## config.mk

```make
export PLATFORM = sky130hd
export DESIGN_NAME = ex_mem
export DESIGN_NICKNAME = d
export VERILOG_FILES = /design/src/rtl/ex_mem.sv
export SDC_FILE = /design/constraint.sdc
export NUM_CORES = 1
export LEC_CHECK = 0
export ABC_AREA = 1
export BUFFER_PORTS_ARGS = -buffer_cell sky130_fd_sc_hd__buf_4
export CAP_MARGIN = 40
export CORE_AREA = 2 2 135 137
export CTS_BUF_LIST = sky130_fd_sc_hd__clkbuf_8 sky130_fd_sc_hd__clkbuf_16
export DETAILED_ROUTE_END_ITERATION = 16
export DIE_AREA = 0 0 137 139
export PLACE_DENSITY = 0.69
export SLEW_MARGIN = 40
export SYNTH_ARGS = -nofsm -noshare
export SYNTH_HDL_FRONTEND = slang
export SYNTH_SLANG_ARGS = --single-unit
```

## constraint.sdc

```tcl
create_clock -name clk -period 0.8 [get_ports clk]
set_input_delay 0.04 -clock clk [delete_from_list [all_inputs] [get_ports clk]]
set_output_delay 0.04 -clock clk [all_outputs]
set_load 0.05 [all_outputs]
```

## src/rtl/ex_mem.sv

```systemverilog
// ex_mem: execute-to-memory pipeline register with stall handling and
// holding registers for the two-cycle multiply-accumulate sequence.
module ex_mem (
    input  logic        clk,
    input  logic        rst,
    input  logic [5:0]  stall,
    input  logic [4:0]  ex_wd,
    input  logic        ex_wreg,
    input  logic [31:0] ex_wdata,
    input  logic        ex_whilo,
    input  logic [31:0] ex_hi,
    input  logic [31:0] ex_lo,
    input  logic [63:0] hilo_i,
    input  logic [1:0]  cnt_i,
    output logic [4:0]  mem_wd,
    output logic        mem_wreg,
    output logic [31:0] mem_wdata,
    output logic        mem_whilo,
    output logic [31:0] mem_hi,
    output logic [31:0] mem_lo,
    output logic [63:0] hilo_o,
    output logic [1:0]  cnt_o
);

    localparam int unsigned REG_AW = 5;
    localparam int unsigned REG_DW = 32;
    localparam int unsigned DBL_DW = 64;
    localparam int unsigned CNT_W  = 2;

    logic [REG_AW-1:0] mem_wd_q,    mem_wd_d;
    logic              mem_wreg_q,  mem_wreg_d;
    logic [REG_DW-1:0] mem_wdata_q, mem_wdata_d;
    logic              mem_whilo_q, mem_whilo_d;
    logic [REG_DW-1:0] mem_hi_q,    mem_hi_d;
    logic [REG_DW-1:0] mem_lo_q,    mem_lo_d;
    logic [DBL_DW-1:0] hilo_q,      hilo_d;
    logic [CNT_W-1:0]  cnt_q,       cnt_d;

    logic ex_stall;
    logic mem_stall;

    // Only the execute and memory stall bits affect this stage.
    assign ex_stall  = stall[3];
    assign mem_stall = stall[4];

    logic unused_stall;
    assign unused_stall = ^{stall[5], stall[2:0]};

    // Next-state selection: reset, then bubble, then pass, else hold.
    always_comb begin
        mem_wd_d    = mem_wd_q;
        mem_wreg_d  = mem_wreg_q;
        mem_wdata_d = mem_wdata_q;
        mem_whilo_d = mem_whilo_q;
        mem_hi_d    = mem_hi_q;
        mem_lo_d    = mem_lo_q;
        hilo_d      = hilo_q;
        cnt_d       = cnt_q;

        if (rst) begin
            mem_wd_d    = '0;
            mem_wreg_d  = 1'b0;
            mem_wdata_d = '0;
            mem_whilo_d = 1'b0;
            mem_hi_d    = '0;
            mem_lo_d    = '0;
            hilo_d      = '0;
            cnt_d       = '0;
        end else if (ex_stall && !mem_stall) begin
            // Execute stalled, memory moving on: emit a NOP and keep the
            // partial accumulate product for execute's next cycle.
            mem_wd_d    = '0;
            mem_wreg_d  = 1'b0;
            mem_wdata_d = '0;
            mem_whilo_d = 1'b0;
            mem_hi_d    = '0;
            mem_lo_d    = '0;
            hilo_d      = hilo_i;
            cnt_d       = cnt_i;
        end else if (!ex_stall) begin
            // Normal advance; the undefined ex-running/mem-stalled case lands here too.
            mem_wd_d    = ex_wd;
            mem_wreg_d  = ex_wreg;
            mem_wdata_d = ex_wdata;
            mem_whilo_d = ex_whilo;
            mem_hi_d    = ex_hi;
            mem_lo_d    = ex_lo;
            hilo_d      = '0;
            cnt_d       = '0;
        end
    end

    // Pipeline state registers.
    always_ff @(posedge clk) begin
        mem_wd_q    <= mem_wd_d;
        mem_wreg_q  <= mem_wreg_d;
        mem_wdata_q <= mem_wdata_d;
        mem_whilo_q <= mem_whilo_d;
        mem_hi_q    <= mem_hi_d;
        mem_lo_q    <= mem_lo_d;
        hilo_q      <= hilo_d;
        cnt_q       <= cnt_d;
    end

    assign mem_wd    = mem_wd_q;
    assign mem_wreg  = mem_wreg_q;
    assign mem_wdata = mem_wdata_q;
    assign mem_whilo = mem_whilo_q;
    assign mem_hi    = mem_hi_q;
    assign mem_lo    = mem_lo_q;
    assign hilo_o    = hilo_q;
    assign cnt_o     = cnt_q;

endmodule

```

==> metrics <==
Worst Clk Skew=0 ns; Max Clock Freq=1002 MHz; status=complete, but fails checks; row cnt=49; hpwl dp=14.03 mm; critical path class=reg2out; full die area=0.01904 sq mm; H-tree depth=4; Clock Path Buffers=2; # IOs=around 350; Critical Path Start Type=flop; failing checks=setup timing; max cap viols=0; CTS sink count=169; post-synthesis cell area=between 0.006 and 0.007 sq mm; Critical Path, Cell by Cell=buf_8; global route overflow=0; Max FO, Critical Path=2; Syn Area/Cell=8.029 sq um; Via Count=a little under 8k; Slew HR=78.45%; family with the most delay on the worst path=flip-flops; core area=around 0.018 sq mm; Root Buffer=clkbuf_16; share of the synthesized area in the top cell type=56.18%; #FFs+latches synth=169; Via density=5.160; CP Buf/Inv Count=1; GPL Wtd Cong=~0.8; Hold WC Path Type=in2reg; first-pass GRT wire length=about 40 mm; Yosys cell types=10; DRT iter0 DRCs=521; Final Hold Fails=0; Worst path slowest cell=dfxtp_4; power density over the cells=between 1500 and 2000 mW/mm^2; yosys warns=0; Crit. End Element=primary output; CTS tree=built; Die W=137 microns; worst slew pin tran=0.3232 ns; remaining antenna violation count=0; period utilization=124.7%; area leader, netlist=dfxtp_1; all-layer global routing usage=between 20% and 30%; Nets=1461; maximum vdd drop=about 1500 uV; drt drc=0; largest net degree at the start of global routing=67; top post-synthesis cells by area=dfxtp_1, a21oi_1, nand2_1, nand3_1, buf_2; clock latency on the worst-skew pair=0.42 ns; Setup-failing EPs final=171; Die H=139 microns; placed cell count=1283; Min Hold Slack=0.05156 ns; CP peak stage delay=0.38 ns; leak pwr=about 5.6 nW; Max Slew Vio Count=0; RSZ-0062 raised after global routing=yes; CTS buffer count=17; Mapped Nets=927; First-pass DRT Iterations=6; Post-Layout Cell Count=1529; post-layout min period=between 0.9 and 1 ns; critical path required time=0.76 ns; antenna violations before repair=4; drt wl/cell=around 19 microns; layout cell share with drive strength beyond 1=48.77%; arrival time at the worst endpoint=~0.96 ns; vias in the first global route=7568; area grow syn2layout=118.9%; Total Power=between 0.02 and 0.025 W; fin worst setup slack=-0.1979 ns; sequential share of the synthesized area=56.18%; Final Util=74.65%; Port Buf Inserts=341; Final Routed Wirelength=28.56 mm; synthesized instance count=750; Reg clk slew, reported paths=~0.070 ns; Starting Density=approximately 34%
-- cell type report --
type | instances | area [sq um]
Timing Repair Buffer | 584 | 6281
Fill cell | 1061 | 4477
Sequential cell | 169 | 3607
Multi-Input combinational cell | 509 | 2350
Clock buffer | 18 | 439.2
Tap cell | 229 | 286.5
Clock inverter | 13 | 195.2
Inverter | 3 | 11.26
Antenna cell | 4 | 10.01
-- repair_timing --
item	in CTS	in global routing
endpoints found under the setup margin	169	174
buffers inserted	8	35
endpoints found under the hold margin	169	0
pin swaps	0	10
resized for setup	304	51
hold buffers	169	0
-- worst reg2reg max path, stage by stage, from the launching register on --
cell and delay [ns]:
dfxtp_2 0.34, buf_6 0.11, buf_4 0.12, nand2_2 0.06, a21oi_2 0.06
-- final timing paths --
check	startpoint	to	slack (ns)	depth (start not counted)
max	mem_hi[5]	mem_hi[5]	-0.20	1
min	stall[3]	hilo_o[21]	0.05	4
max reg2reg	mem_hi[4]	mem_hi[4]	0	4
min reg2reg	mem_wdata[12]	mem_wdata[12]	0.48	2
-- cell usage in the layout (no fill, tap or decap) --
cell           instances
a21oi_1              159
a21oi_2               10
buf_12                17
buf_4                227
buf_6                  6
buf_8                165
bufinv_16              4
clkbuf_16             17
clkbuf_8               1
clkinv_4               2
clkinvlp_4             3
dfxtp_2              164
dfxtp_4                5
diode_2                4
dlygate4sd3_1        169
inv_1                  2
inv_2                  2
inv_6                  1
inv_8                  2
nand2_1              204
nand2_2                3
nand2_4                1
nand3_1              130
nand3_2                2
-- where the power goes --
part / internal [W] / switching [W]
Combinational: 0.00253 / 0.00268
Clock: 0.00535 / 0.00364
Sequential: 0.00883 / 0.000333
Total: 0.0167 / 0.00666
-- cells by family after synthesis --
group	synth area share (%)
buffers and inverters	5.838
AOI/OAI and AO/OA	14.05
DFF	56.18
and+or+nand+nor	23.94
-- through the flow --
stage | instance area, sq um | setup WS, ns | setup TNS (ns)
after global placement | 9204 | -0.08779 | -8.079
final | 13180 | -0.1979 | -27.32
after detailed placement | 9204 | -0.1161 | -10.42
after floorplan | 6233 | 0.02480 | 0
after global routing | 13180 | -0.2907 | -32.84
after CTS | 12730 | -0.2026 | -29.57
-- synth_stat cells --
cell	instances
dfxtp_1	169
clkbuf_1	15
nand2_1	208
a21oi_1	169
nand3_1	132
inv_2	1
inv_1	2
buf_1	5
buf_4	8
buf_2	41
-- sequential cells by signal, summed over array words and instances, names as in the netlist --
register   cells
cnt_o          2
hilo_o        64
mem_hi        32
mem_lo        32
mem_wd         5
mem_wdata     32
mem_whilo      1
mem_wreg       1
-- per-layer routing --
layer,up-vias,global-route usage (%),part of all wire [%]
met5,-,0,0
met3,119,7.018,7.2
met4,0,14.43,5.3
met1,3748,27.52,35
li1,3584,-,-
met2,439,46.64,53
(Power assumes the default switching activity.)
